`src/rtl/led_mmio_pkg.sv`:
```
// Shared definitions for the LED MMIO controller.
//   - Page addresses (daddr[31:16]) of the three mapped registers.
//   - Bit positions of the control/status fields in the 32-bit data word.
//   - Prescaler FSM state type and the register-select decode helper.
package led_mmio_pkg;

    localparam logic [15:0] LED_R_ADDR      = 16'h8000;
    localparam logic [15:0] LED_G_ADDR      = 16'h8004;
    localparam logic [15:0] LED_PERIOD_ADDR = 16'h8008;

    localparam int ON_BIT    = 24;
    localparam int BLINK_BIT = 25;
    localparam int PHASE_BIT = 26;

    typedef enum logic {
        IDLE,
        RUN
    } blink_state_t;

    typedef enum logic [1:0] {
        SEL_NONE,
        SEL_R,
        SEL_G,
        SEL_PERIOD
    } reg_sel_t;

    // Only the upper half of the address selects a register; the low half
    // is a don't-care so any offset inside a page aliases the register.
    function automatic reg_sel_t decode_page(input logic [15:0] page);
        reg_sel_t sel;
        case (page)
            LED_R_ADDR:      sel = SEL_R;
            LED_G_ADDR:      sel = SEL_G;
            LED_PERIOD_ADDR: sel = SEL_PERIOD;
            default:         sel = SEL_NONE;
        endcase
        return sel;
    endfunction

endpackage

```
`src/rtl/led_blink_prescaler.sv`:
```
// Shared half-period prescaler for the blinking LEDs.
// Ports:
//   sys_clk, sys_rst : clock, synchronous active-high reset
//   period           : half-period in cycles (0 behaves as 1)
//   restart          : force cnt = 0, phase = 1 this edge (PERIOD write)
//   run_req          : any LED has blink enabled
//   phase            : current blink phase, 1 while idle
module led_blink_prescaler
    import led_mmio_pkg::*;
#(
    parameter int CNT_W = 26
) (
    input  logic             sys_clk,
    input  logic             sys_rst,
    input  logic [CNT_W-1:0] period,
    input  logic             restart,
    input  logic             run_req,
    output logic             phase
);

    blink_state_t     state, state_nxt;
    logic [CNT_W-1:0] cnt;
    logic [CNT_W-1:0] last;
    logic             tick;

    always_ff @(posedge sys_clk) begin
        if (sys_rst) state <= IDLE;
        else         state <= state_nxt;
    end

    always_comb begin
        state_nxt = state;
        // Terminal count is max(period,1)-1, so period 0 ticks every cycle.
        last      = (period == '0) ? '0 : period - CNT_W'(1);
        tick      = (state == RUN) && (cnt == last);
        case (state)
            IDLE:    if (run_req)  state_nxt = RUN;
            RUN:     if (!run_req) state_nxt = IDLE;
            default: state_nxt = IDLE;
        endcase
    end

    // Restart takes priority over a coincident tick.
    always_ff @(posedge sys_clk) begin
        if (sys_rst || restart || state == IDLE) begin
            cnt   <= '0;
            phase <= 1'b1;
        end else if (tick) begin
            cnt   <= '0;
            phase <= ~phase;
        end else begin
            cnt   <= cnt + CNT_W'(1);
        end
    end

endmodule

```
`src/rtl/led_mmio_ctrl.sv`:
```
// Memory-mapped red/green status LED controller on the CPU data port.
// Ports:
//   sys_clk, sys_rst : clock, synchronous active-high reset
//   we, re           : CPU store / load strobes
//   daddr, din       : CPU data address / store data
//   mmio_hit         : combinational window hit (top masks DRAM write)
//   ack, dout        : one-cycle registered ack with registered read data
//   led_r, led_g     : registered LED drives
// Optional: define LED_PWM_EN to add a 4-bit duty field at ctrl[31:28]
// that dims the solid-on output with a free-running 4-bit PWM counter.
module led_mmio_ctrl
    import led_mmio_pkg::*;
#(
    parameter int CNT_W               = 26,
    parameter int DEFAULT_HALF_PERIOD = 25_000_000
) (
    input  logic        sys_clk,
    input  logic        sys_rst,
    input  logic        we,
    input  logic        re,
    input  logic [31:0] daddr,
    input  logic [31:0] din,
    output logic        mmio_hit,
    output logic        ack,
    output logic [31:0] dout,
    output logic        led_r,
    output logic        led_g
);

    reg_sel_t         sel;
    logic             r_on, r_blink, g_on, g_blink;
    logic [CNT_W-1:0] period;
    logic             phase;
    logic             restart;
    logic             solid_r, solid_g;
    logic [31:0]      rdata;

    assign sel      = decode_page(daddr[31:16]);
    assign mmio_hit = (sel != SEL_NONE);
    assign restart  = we && (sel == SEL_PERIOD);

`ifdef LED_PWM_EN
    logic [3:0] r_duty, g_duty, pwm_cnt;

    always_ff @(posedge sys_clk) begin
        if (sys_rst) pwm_cnt <= '0;
        else         pwm_cnt <= pwm_cnt + 4'd1;
    end

    // Duty 0xF is full-on rather than 15/16.
    assign solid_r = r_on && ((r_duty == 4'hF) || (pwm_cnt < r_duty));
    assign solid_g = g_on && ((g_duty == 4'hF) || (pwm_cnt < g_duty));

    always_ff @(posedge sys_clk) begin
        if (sys_rst) begin
            r_duty <= 4'hF;
            g_duty <= 4'hF;
        end else if (we) begin
            if (sel == SEL_R) r_duty <= din[31:28];
            if (sel == SEL_G) g_duty <= din[31:28];
        end
    end
`else
    assign solid_r = r_on;
    assign solid_g = g_on;
`endif

    // Control and period registers.
    always_ff @(posedge sys_clk) begin
        if (sys_rst) begin
            r_on    <= 1'b0;
            r_blink <= 1'b0;
            g_on    <= 1'b0;
            g_blink <= 1'b0;
            period  <= CNT_W'(DEFAULT_HALF_PERIOD);
        end else if (we) begin
            case (sel)
                SEL_R: begin
                    r_on    <= din[ON_BIT];
                    r_blink <= din[BLINK_BIT];
                end
                SEL_G: begin
                    g_on    <= din[ON_BIT];
                    g_blink <= din[BLINK_BIT];
                end
                SEL_PERIOD: period <= din[CNT_W-1:0];
                default: ;
            endcase
        end
    end

    // Read mux uses pre-write register values so a combined we+re returns
    // the old contents.
    always_comb begin
        rdata = '0;
        case (sel)
            SEL_R: begin
                rdata[ON_BIT]    = r_on;
                rdata[BLINK_BIT] = r_blink;
                rdata[PHASE_BIT] = phase;
`ifdef LED_PWM_EN
                rdata[31:28]     = r_duty;
`endif
            end
            SEL_G: begin
                rdata[ON_BIT]    = g_on;
                rdata[BLINK_BIT] = g_blink;
                rdata[PHASE_BIT] = phase;
`ifdef LED_PWM_EN
                rdata[31:28]     = g_duty;
`endif
            end
            SEL_PERIOD: rdata = 32'(period);
            default:    rdata = '0;
        endcase
    end

    always_ff @(posedge sys_clk) begin
        if (sys_rst) begin
            ack   <= 1'b0;
            dout  <= '0;
            led_r <= 1'b0;
            led_g <= 1'b0;
        end else begin
            ack   <= (we || re) && mmio_hit;
            dout  <= ((we || re) && mmio_hit) ? rdata : '0;
            led_r <= r_blink ? phase : solid_r;
            led_g <= g_blink ? phase : solid_g;
        end
    end

    led_blink_prescaler #(
        .CNT_W (CNT_W)
    ) u_prescaler (
        .sys_clk (sys_clk),
        .sys_rst (sys_rst),
        .period  (period),
        .restart (restart),
        .run_req (r_blink || g_blink),
        .phase   (phase)
    );

endmodule

```
`config.mk`:
```
export PLATFORM = sky130hd
export DESIGN_NAME = led_mmio_ctrl
export DESIGN_NICKNAME = d
export VERILOG_FILES = /design/src/rtl/led_mmio_pkg.sv /design/src/rtl/led_blink_prescaler.sv /design/src/rtl/led_mmio_ctrl.sv
export SDC_FILE = /design/constraint.sdc
export NUM_CORES = 1
export LEC_CHECK = 0
export ABC_AREA = 0
export BUFFER_PORTS_ARGS = -buffer_cell sky130_fd_sc_hd__buf_2
export CAP_MARGIN = 10
export CORE_MARGIN = 10
export CORE_UTILIZATION = 40
export DETAILED_ROUTE_END_ITERATION = 8
export PLACE_DENSITY = 0.74
export RECOVER_POWER = 25
export SLEW_MARGIN = 0
export SYNTH_ARGS = -nofsm -noshare
export SYNTH_HDL_FRONTEND = slang
export SYNTH_SLANG_ARGS = --single-unit
```
`constraint.sdc`:
```
create_clock -name sys_clk -period 4.46 [get_ports sys_clk]
set_clock_uncertainty 0.15 [all_clocks]
set_input_delay 0.669 -clock sys_clk [delete_from_list [all_inputs] [get_ports sys_clk]]
set_output_delay 0.669 -clock sys_clk [all_outputs]
set_load 0.01 [all_outputs]
```
# Yosys cells after proc, flatten, opt, wreduce, memory -nomap -nowiden
# Cells that the tools add are included.
[op_classes]
addsub = 2
mul = 0
n_div = 0
n_lt_le_gt_ge = 0
n_eq_ne = 7
n_shift = 0
n_mux = 6
bitwise_logic = 4
n_reduce_logical = 15
[op_table]
columns = ["cell", "count"]
rows = [
  ["equality test 16 bit, second input constant", 3],
  ["adder 26 x 1 -> 26 bit, second input constant", 1],
  ["equality test 26 bit", 1],
  ["zero test 26 bit", 1],
  ["2-to-1 mux 26 bit", 1],
  ["subtractor 26 x 1 -> 26 bit, second input constant", 1],
  ["one-hot mux 3 bit (3 select lines)", 1],
  ["one-hot mux 2 bit (3 select lines)", 1],
  ["AND reduction 2 bit", 3],
  ["equality test 2 bit, second input constant", 2],
  ["logical OR 1 bit", 4],
  ["NOT 1 bit", 4],
  ["OR reduction 2 bit", 2],
  ["logical AND 1 bit", 3],
  ["2-to-1 mux 1 bit", 3],
  ["OR reduction 3 bit", 1],
  ["equality test 2 x 1 -> 1 bit, second input constant", 1],
  ["nonzero test 2 bit", 1],
]
[totals]
ff_bits = 93
latch_bits = 0
mem_bits_rw = 0
romBits = 0
inputBits = 68
output_inout_bits = 36
elab_cells = 48
mem_count = 0

# Logic depth before layout (Yosys ltp)
# Gate-level depths: netlist of the first run.
[logic_depth]
word_depth = 7
ltp_mapped = 14
depth_no_buf = 11

# Cells and area by module
# A second synthesis of the first run with hierarchy kept.
[hier_totals]
cells_unflattened = 541
hier_area_um2 = 4599.4
[modules_own_cells]
columns = ["module", "n_inst", "cells_per_inst", "area_each_um2", "seq_area_each_um2"]
rows = [
  ["led_blink_prescaler", 1, 309, 2351.0, 560.5],
  ["led_mmio_ctrl", 1, 232, 2248.4, 1201.2],
]

# Worst setup path before layout of the first run
# Ideal clock, no wire load.
[synth_timing]
path_kind = "register to register"
from = "reg period[14]"
to = "reg u_prescaler.cnt[10]"
arrival_time_ns = 2.839
required_ns = 4.177
path_slack_ns = 1.338
stages_incl_launch_ff = 13
n_path_buf = 3
period_less_slack_ns = 3.122
path_cell_list = "dfxtp_1 buf_6 or3_4 or3_4 or4_4 a32oi_1 nand4_1 a211o_1 nor3_2 and3_1 buf_6 buf_8 nor3_1"
[synth_via]
elab_chain_cells = 5
elab_cells_between_ends = 6
classes_between = "add/sub (1); eq/ne (1); mux (1); reduce/logical (3)"
[synth_rtl]
columns = ["item", "line_no", "rtl"]
rows = [
  ["from (decl)", "led_mmio_ctrl.sv:32", "logic [CNT_W-1:0] period;"],
  ["from (signal assigned)", "led_mmio_ctrl.sv:75", "period <= CNT_W'(DEFAULT_HALF_PERIOD);"],
  ["from (signal assigned)", "led_mmio_ctrl.sv:86", "SEL_PERIOD: period <= din[CNT_W-1:0];"],
  ["subtractor 26 x 1 -> 26 bit or zero test 26 bit (tied branches)", "led_blink_prescaler.sv:34", "last = (period == '0) ? '0 : period - CNT_W'(1);"],
  ["2-to-1 mux 26 bit (*)", "led_blink_prescaler.sv:34", ""],
  ["equality test 26 bit (*)", "led_blink_prescaler.sv:35", "tick = (state == RUN) && (cnt == last);"],
  ["logical AND 1 bit (*)", "led_blink_prescaler.sv:35", ""],
  ["OR reduction 2 bit (no source line) (*)", "n/a", ""],
  ["to (signal assigned)", "led_blink_prescaler.sv:52", "cnt <= cnt + CNT_W'(1);"],
  ["to (decl)", "led_blink_prescaler.sv:22", "logic [CNT_W-1:0] cnt;"],
]
# Mark *: on every way between the ends. The rest lies on a longest branch, timed or not.
# A chain may end at the register's enable or synchronous reset.

# Worst setup path after layout of the first run
[layout_timing]
from = "reg period[0]"
to = "reg u_prescaler.cnt[17]"
# The elaborated chain is that of the path after synthesis.

==> flow_metrics.tcl, run 1 <==
set metrics [dict create \
    tightest_slew_ns 1.34 \
    num_vias 4106 \
    holdWs_ns 0.364 \
    path_clk_slew_ns 0.08 \
    async_flop_share_pct 0 \
    p_clk_share_pct 43.4 \
    cts.path.max_buffers 2 \
    p_sw_share_pct 19.6 \
    synth-edff-count 0 \
    cp-start-kind "flip-flop" \
    rsz0062_at_grt "no" \
    post-route-period-util_pct 89.6 \
    die_area_sq_mm 0.0157 \
    use_met3_pct 4.14 \
    routabilityCongestion 0.907 \
    drc_errors 0 \
    antenna_found_initial 0 \
    hold_viol 0 \
    relSlewSlack_pct 10.4 \
    synth_seq_cells 88 \
    start_util_pct 40.9 \
    cts_tree "built" \
    fin_ws_ns 0.463 \
    synth_top_area_share_pct 39.7 \
    cts_sinks 88 \
    grt_use_met2_pct 24.3 \
    die_w_um 125 \
    coreArea_sq_mm 0.0108 \
    largest_register_ff_count 27 \
    syn_avg_cell_area_sq_um 8.34 \
    mostFrequentLayoutCells "88 x dfxtp_1, 66 x nand2_1, 49 x buf_2" \
    drtAntennaViolNets 0 \
    wl_per_cell_um 16.3 \
    pin_count 104 \
    ys_types 61 \
    yosysSeqAreaShare_pct 39.7 \
    critPathKind "flip-flop to flip-flop" \
    globalRouteOverflowTotal 0 \
    yosysTopAreaCell "dfxtp_1" \
    grt_pass1_vias 3949 \
    setup_viol 0 \
    yosys.area_share.xor_xnor_pct 9.08 \
    worstSetupEndpointType "flip-flop" \
    synth_flop_cell "dfxtp_1" \
    outcome "completed" \
    dp_slack_ns 0.549 \
    numCtsBuffers 9 \
    num_rows 38 \
    internal_power_mw 1.17 \
    synthesis.area_sq_mm 0.00444 \
    cts.hold.buffers_added 0 \
    synth-compound-area-share_pct 8.52 \
    htree_num_levels 3 \
    die_h_um 125 \
    portBuffers 76 \
    path_max_fanout 10 \
    synth.area.top_cells "dfxtp_1 40%, nand2_1 5.6%, xnor2_1 5.5%" \
    arrival_ns 4.05 \
    drt_first_pass_iters 5 \
    top_register "dout" \
    busiest_layer "met2" \
    via_per_inst 5.56 \
    place_hpwl_um 9300 \
    synthMuxAreaShare_pct 2.26 \
    dr.first_iter.drc_count 298 \
    cts-resized-gates 0 \
    ys_warn_count 0 \
    layout_commonest_cell "dfxtp_1" \
    grt_pass1_wl_um 19800 \
    met1_usage_pct 18.4 \
    combPwrFrac_pct 2.6 \
    cts_setup_buffers 0 \
    synth_simple_gate_area_share_pct 34.6 \
    ir_worst_vdd_mv 0.239 \
    power_density_mw_per_mm2 287 \
    largestRegisters "dout x27, period x26, u_prescaler.cnt x26" \
    synthAdderAreaFrac_pct 0.564 \
    clk_latency_ns 0.36 \
    period_minus_slack_ns 4.00 \
    slew_viol_final 0 \
    fin_tns_setup_ns 0 \
    synthToLayoutAreaGrowth_pct 13.9 \
    p_sw_mw 0.284 \
    fmax_mhz 250 \
    final_nets 666 \
    n_antenna_cell 0 \
    hold_class "flip-flop to flip-flop" \
    syn-instance-count 532 \
    finalWirelength_um 12100 \
    grt_usage_pct 14.8 \
    cts_root_buffer "clkbuf_8" \
    layout-drive-gt1-share_pct 13.4 \
    drv_cap 0 \
    seqPwrFrac_pct 54.0 \
    synth_top_family_by_area "simple AND/OR/NAND/NOR gates" \
    grt_max_degree 36 \
    worstPathRequired_ns 4.51 \
    power.leakage_nw 1.96 \
]
[layout make-up]
| class | instances | area (sq um) |
|---|---|---|
| clock inverters | 4 | 95.1 |
| multi-input cells | 404 | 2460 |
| flip-flops and latches | 88 | 1760 |
| clock buffers | 10 | 128 |
| fillers | 1089 | 5790 |
| inverters | 12 | 45.0 |
| well taps | 140 | 175 |
| repair buffers | 81 | 384 |
[final timing paths]
path	start	endpoint	slack [ns]	cells after the start
worst max-delay path	period[0]	u_prescaler.cnt[17]	0.46	12
worst min-delay path	u_prescaler.cnt[0]	u_prescaler.cnt[0]	0.36	1
worst max register to register	period[0]	u_prescaler.cnt[17]	0.46	12
worst min register to register	u_prescaler.cnt[0]	u_prescaler.cnt[0]	0.36	1
[synth_stat cells (4+ instances only)]
master / number
a21oi_1: 27
and3_1: 36
buf_4: 5
clkbuf_1: 18
dfxtp_1: 88
inv_1: 12
mux2i_1: 10
nand2_1: 66
nand2b_1: 4
nand3_1: 19
nand3b_1: 12
nand4_1: 10
nor2_1: 37
nor2b_1: 5
nor3_1: 41
nor3b_1: 4
nor4_1: 12
o21ai_0: 8
or3_1: 10
or4_1: 4
xnor2_1: 28
xor2_1: 18
[metal layers]
layer | routed length, um | share of wire [%] | up-vias
met4 | 172 | 1.4 | 0
met2 | 5650 | 47 | 150
met3 | 919 | 7.6 | 13
li1 | - | - | 2004
met1 | 5320 | 44 | 1939
met5 | 0 | 0 | -
[power by group through the flow]
| stage | clock network, mW | registers, mW | logic (mW) |
|---|---|---|---|
| final | 0.630 | 0.785 | 0.0376 |
| after global placement | 0 | 0.803 | 0.0369 |
| after CTS | 0.643 | 0.785 | 0.0378 |
| after global routing | 0.674 | 0.785 | 0.0422 |
| after detailed placement | 0 | 0.803 | 0.0376 |
| after floorplan | 0 | 0.803 | 0.0159 |
[per-stage QoR]
stage               cell area [sq um]  total power [mW]  cells  utilization (%)
finish                           5050              1.45    739             46.6
global route                     5050              1.50    739             46.6
CTS                              5090              1.47    739             46.9
detailed placement               4860             0.841    725             44.9
global placement                 4860             0.840    725             44.9
floorplan                        4450             0.819    536                -
[critical path, stage by stage (launching register included)]
cell       delay, ns
dfxtp_1         0.38
inv_1           0.15
ha_1            0.27
nor2b_1         0.27
nand4_2         0.30
nor4b_2         0.66
a21oi_1         0.16
a2bb2oi_1       0.16
a211o_1         0.29
nor3_2          0.30
and3_1          0.44
buf_4           0.25
nor3_1          0.06
[cells by family (layout without fill, tap and decap cells)]
group           Yosys count  in the layout
buf+inv                  44            107
xor+xnor                 46             46
fa+ha+maj                 2              2
mux                      10             10
other cells               1              5
simple gates            281            281
flops                    88             88
compound gates           60             60
Power figures use the tool's default switching activity.
==> run 2, diff against run 1 <==
--- a/config.mk
+++ b/config.mk
@@ -8,6 +8,7 @@
 export ABC_AREA = 0
 export BUFFER_PORTS_ARGS = -buffer_cell sky130_fd_sc_hd__buf_2
 export CAP_MARGIN = 10
+export CORE_ASPECT_RATIO = 1.25
 export CORE_MARGIN = 10
 export CORE_UTILIZATION = 40
 export DETAILED_ROUTE_END_ITERATION = 8
@@ -16,4 +17,5 @@
 export SLEW_MARGIN = 0
 export SYNTH_ARGS = -nofsm -noshare
 export SYNTH_HDL_FRONTEND = slang
+export SYNTH_HIERARCHICAL = 1
 export SYNTH_SLANG_ARGS = --single-unit
==> run 2 against run 1 <==
The run now ends with capacitance limit, slew limit left; clock-buffer cell count did not move; core utilization is 0.50 points higher; critical path depth stayed put; combinational power grew 27%; flip-flop and latch count unchanged; largest cell class unchanged; sequential power about the same; first-iteration DRC count is 2.7% lower; clock power grew 27%.
==> flow_metrics.tcl, run 2 <==
set metrics [dict create \
    cts_root_buffer "clkbuf_16" \
    die_area_sq_mm 0.0162 \
    multi_input_area_sq_mm 0.00257 \
    post-route-period-util_pct 86.9 \
    ys_warn_count 6 \
    drt_first_pass_iters 5 \
    power_density_mw_per_mm2 309 \
    largest_register_ff_count 27 \
    pin_count 104 \
    wl_per_cell_um 16.9 \
    ys_types 63 \
    ys_top_cells_by_count "88 x dfxtp_1, 71 x nor2_1, 30 x a21oi_1" \
    arrival_ns 3.95 \
    met1_length_um 5220 \
    fin_tns_setup_ns 0 \
    syn-instance-count 541 \
    coreArea_sq_mm 0.0112 \
    finalWirelength_um 12500 \
    syn_avg_cell_area_sq_um 8.50 \
    slew_viol_final 48 \
    critical-path-top-delay-family "simple AND/OR/NAND/NOR gates" \
    num_vias 4208 \
    path_max_fanout 26 \
    drc_errors 0 \
    path_clk_slew_ns 0.06 \
    fmax_mhz 258 \
    die_h_um 140 \
    relSlewSlack_pct -28.2 \
    grt_pass1_wl_um 20600 \
    grt_pass1_vias 4138 \
    via_per_inst 5.69 \
    portBuffers 76 \
    yosysSeqAreaShare_pct 38.3 \
    cts_tree "built" \
    synthToLayoutAreaGrowth_pct 14.6 \
    dr.first_iter.drc_count 290 \
    fin_cells 739 \
    cts_sinks 88 \
    synth_flop_cell "dfxtp_1" \
    power.leakage_nw 1.91 \
    path_cells "inv_1, ha_1, or3b_2, or4_1, or3_1, a32oi_1, o2111ai_1, nor4_1, nand4b_1, o21ai_4, buf_4, nor2_1" \
    synth_top_area_share_pct 38.3 \
    num_rows 43 \
    htree_num_levels 3 \
    layout-drive-gt1-share_pct 14.4 \
    ir_worst_vdd_mv 0.212 \
    place_hpwl_um 9560 \
    seq_area_sq_mm 0.00176 \
    yosysTopAreaCell "dfxtp_1" \
    cp-start-kind "flip-flop" \
    drv_cap 1 \
    synth-edff-count 0 \
    worstPathRequired_ns 4.53 \
    dr_wl_met3_um 787 \
    mostFrequentLayoutCells "88 x dfxtp_1, 71 x nor2_1, 49 x buf_2" \
    dp_slack_ns 0.640 \
    layout_commonest_cell "dfxtp_1" \
    fillerInstances 1127 \
    place_area_sq_mm 0.00498 \
    worstSetupEndpointType "flip-flop" \
    synth.most_common_cell "dfxtp_1" \
    grt_usage_pct 15.6 \
    final_nets 669 \
    worst_path_largest_cell_delay_ns 0.54 \
    start_util_pct 41.1 \
    rsz0062_at_grt "no" \
    outcome "finished, violations left" \
    fin_ws_ns 0.585 \
    top_layer "met4" \
    drtAntennaViolNets 0 \
    wl_met2_um 6160 \
    grt_max_degree 48 \
    critPathSlowestCell "or3b_2" \
    critPathKind "flip-flop to flip-flop" \
    antenna_found_initial 0 \
    synthesis.area_sq_mm 0.00460 \
    numPlacedInstances 723 \
    synth_seq_cells 88 \
    violations "capacitance limit, slew limit" \
    cts.hold.buffers_added 0 \
    hold_class "flip-flop to flip-flop" \
    period_minus_slack_ns 3.87 \
    globalRouteOverflowTotal 0 \
    critPathBufInv 2 \
    hold_viol 0 \
    finalPower_mw 1.63 \
    tightest_slew_ns 1.92 \
    top_register "dout" \
    cts_setup_buffers 0 \
    numCtsBuffers 9 \
    n_antenna_cell 0 \
    cts.path.max_buffers 2 \
    fin_area_sq_mm 0.00527 \
    async_flop_share_pct 0 \
    die_w_um 116 \
    clk_latency_ns 0.34 \
    routabilityCongestion 0.936 \
    setup_viol 0 \
    synth.area.top_cells "dfxtp_1 38%, nor2_1 5.8%, xnor2_1 5.1%" \
    cts-resized-gates 0 \
    largestRegisters "dout x27, period x26, u_prescaler/cnt x26" \
]
==> run 2: cell count changes after synthesis, sizes merged, moves of 5 or more <==
cell,delta
buf,+5
nand3b,-12
nor2,+35
and3,-30
or4,+12
o21ai,+21
nand4,+11
nor3,-31
nand2,-56
mux2i,+8
and2,+23
==> run 2: path summary, 6_finish.rpt <==
kind	to	slack, ns	cells after the start	from
max	u_prescaler/cnt[14]	0.59	12	period[0]
min	r_blink	0.35	2	r_blink
max reg2reg	u_prescaler/cnt[14]	0.59	12	period[0]
min reg2reg	r_blink	0.35	2	r_blink
==> run 2: metrics by stage <==
stage	hold slack [ns]	util (%)
after floorplan	0.306	-
after global placement	0.327	44.5
after detailed placement	0.347	44.5
after CTS	0.359	47.4
after global routing	0.386	47.1
final	0.354	47.1
==> run 2: routing by layer <==
layer | track usage, % | up-vias
li1 | - | 2044
met1 | 18.3 | 1980
met2 | 25.8 | 160
met3 | 3.72 | 24
met4 | 7.92 | 0
met5 | 0 | -
==> run 2: cell type report <==
class                      count  area share [%]
clock buffer                  10            4.53
clock inverter                 6            1.57
inverter                      15            1.07
multi-input combinational    403            48.8
sequential                    88            33.4
tap                          135            3.20
timing repair buffer          82            7.43
==> run 2: where the power goes <==
group / switching (mW) / total [mW] / internal, mW
clock network: 0.294 / 0.797 / 0.502
logic: 0.0289 / 0.0478 / 0.0189
registers: 0.00000428 / 0.786 / 0.786
==> run 2: logic make-up after synthesis <==
family | share of synthesized area [%]
adder cells (fa/ha/maj) | 0.544
AO/OA/AOI/OAI | 13.0
XOR/XNOR | 8.76
buffers and inverters | 6.09
multiplexers | 3.92
other | 0.0815
AND/OR/NAND/NOR | 29.3
flip-flops | 38.3
==> run 2: worst min-delay path: cells and delay by family, from the launching register on <==
family | cells | cell delay (ns)
flops | 1 | 0.33
compound gates | 2 | 0.13
==> run 3, diff against run 2 <==
--- a/config.mk
+++ b/config.mk
@@ -12,7 +12,7 @@
 export CORE_MARGIN = 10
 export CORE_UTILIZATION = 40
 export DETAILED_ROUTE_END_ITERATION = 8
-export PLACE_DENSITY = 0.74
+export PLACE_DENSITY = 0.59
 export RECOVER_POWER = 25
 export SLEW_MARGIN = 0
 export SYNTH_ARGS = -nofsm -noshare
==> run 3 against run 2 <==
Largest power group unchanged; sequential share of layout area down 0.27 points; hold slack worse by 0.015 ns; final cell count up 0.68%; the run still ends with capacitance limit, slew limit left; non-clock buffer count up 5; clock-buffer cell count down 1.
==> flow_metrics.tcl, run 3 (synthesis gave the netlist of run 2 again) <==
set metrics [dict create \
    layout-drive-gt1-share_pct 15.1 \
    grt_pass1_wl_um 20600 \
    worstPathRequired_ns 4.53 \
    critical-path-top-delay-family "simple AND/OR/NAND/NOR gates" \
    numCtsBuffers 9 \
    critPathKind "flip-flop to flip-flop" \
    post-route-period-util_pct 87.7 \
    drt_first_pass_iters 5 \
    via_per_inst 5.59 \
    holdWs_ns 0.339 \
    finalWirelength_um 12800 \
    use_met3_pct 4.32 \
    slew_viol_final 48 \
    coreArea_sq_mm 0.0112 \
    portBuffers 76 \
    cts.path.max_buffers 2 \
    drv_cap 1 \
    relSlewSlack_pct -31.5 \
    worstSetupEndpointType "flip-flop" \
    cts_sinks 88 \
    dr.first_iter.drc_count 242 \
    tightest_slew_ns 1.97 \
    cts-resized-gates 0 \
    grt_usage_pct 15.8 \
    setup_viol 0 \
    place_hpwl_um 9640 \
    top_register "dout" \
    cp-start-kind "flip-flop" \
    power_density_mw_per_mm2 313 \
    critPathSlowestCell "or4_1" \
    drc_errors 0 \
    grt_max_degree 48 \
    routabilityCongestion 0.932 \
    die_w_um 116 \
    path_clk_slew_ns 0.07 \
    outcome "finished, violations left" \
    cts_setup_buffers 0 \
    num_rows 43 \
    period_minus_slack_ns 3.91 \
    htree_num_levels 3 \
    met1_usage_pct 18.4 \
    synthToLayoutAreaGrowth_pct 15.6 \
    path_max_fanout 26 \
    fmax_mhz 256 \
    arrival_ns 3.99 \
    n_antenna_cell 0 \
    start_util_pct 41.1 \
    layout_commonest_cell "dfxtp_1" \
    wl_per_cell_um 17.3 \
    worst_path_largest_cell_delay_ns 0.73 \
    power.leakage_nw 1.93 \
    path_cells "or4_4, or4_1, o31ai_1, xnor2_1, o2111ai_1, nor4_1, nand4b_1, o21ai_4, buf_4, nor2_1" \
    die_h_um 140 \
    clk_latency_ns 0.34 \
    mostFrequentLayoutCells "88 x dfxtp_1, 71 x nor2_1, 49 x buf_2" \
    antenna_found_initial 0 \
    cts.hold.buffers_added 0 \
    die_area_sq_mm 0.0162 \
    busiest_layer "met2" \
    pin_count 104 \
    globalRouteOverflowTotal 0 \
    hold_viol 0 \
    largestRegisters "dout x27, period x26, u_prescaler/cnt x26" \
    rsz0062_at_grt "no" \
    largest_register_ff_count 27 \
    num_vias 4159 \
    fin_tns_setup_ns 0 \
    grt_pass1_vias 4138 \
    ir_worst_vdd_mv 0.206 \
    cts_tree "built" \
    drtAntennaViolNets 0 \
    critPathBufInv 1 \
    grt_use_met2_pct 26.4 \
    final_nets 674 \
    hold_class "flip-flop to flip-flop" \
    violations "capacitance limit, slew limit" \
    cts_root_buffer "clkbuf_16" \
]
-- run 3: cell types whose count changed in the layout (fill, tap and decap cells not counted), sizes merged --
cell	previous run	this run
buf	55	60
clkbuf	37	36
clkinv	3	0
clkinvlp	1	2
inv	15	18
-- run 3: worst paths after layout --
path                                 from                  to  slack, ns  cells past startpoint
worst min-delay path                 r_on                r_on       0.34                      2
worst max-delay path            period[5]  u_prescaler/cnt[2]       0.55                     10
worst min register to register       r_on                r_on       0.34                      2
worst max register to register  period[5]  u_prescaler/cnt[2]       0.55                     10
-- run 3: per-stage QoR --
stage / utilization, % / cells / power, mW / worst slack (ns) / area (sq um)
5_1_grt: 47.5 / 744 / 1.71 / 0.416 / 5320
6_report: 47.5 / 744 / 1.66 / 0.547 / 5320
2_1_floorplan: - / 545 / 0.830 / 1.13 / 4610
3_5_place_dp: 44.9 / 728 / 0.851 / 0.618 / 5020
4_1_cts: 47.8 / 744 / 1.67 / 0.603 / 5350
3_3_place_gp: 44.9 / 728 / 0.850 / 0.655 / 5020
-- run 3: cell type report --
type | instances | area (sq um)
repair buffers | 87 | 429
inverters | 15 | 56.3
fillers | 1148 | 5880
clock buffers | 9 | 225
clock inverters | 7 | 101
well taps | 135 | 169
flip-flops and latches | 88 | 1760
multi-input cells | 403 | 2570
-- run 3: layer usage --
layer | vias to the layer above | share of wire [%]
met3 | 20 | 6.0
met1 | 1950 | 43
met4 | 0 | 1.9
met2 | 128 | 49
li1 | 2061 | -
met5 | - | 0
-- run 3: tightest hold or removal path: stages (launching register included) --
cell	delay [ns]
dfxtp_1	0.32
o31ai_1	0.06
a21oi_1	0.06
-- run 3: report_power, final --
part | internal (mW) | leakage, nW | total [mW] | switching, mW
clock network | 0.497 | 0.153 | 0.830 | 0.333
registers | 0.785 | 0.709 | 0.785 | 0.00000396
logic | 0.0195 | 1.07 | 0.0479 | 0.0284
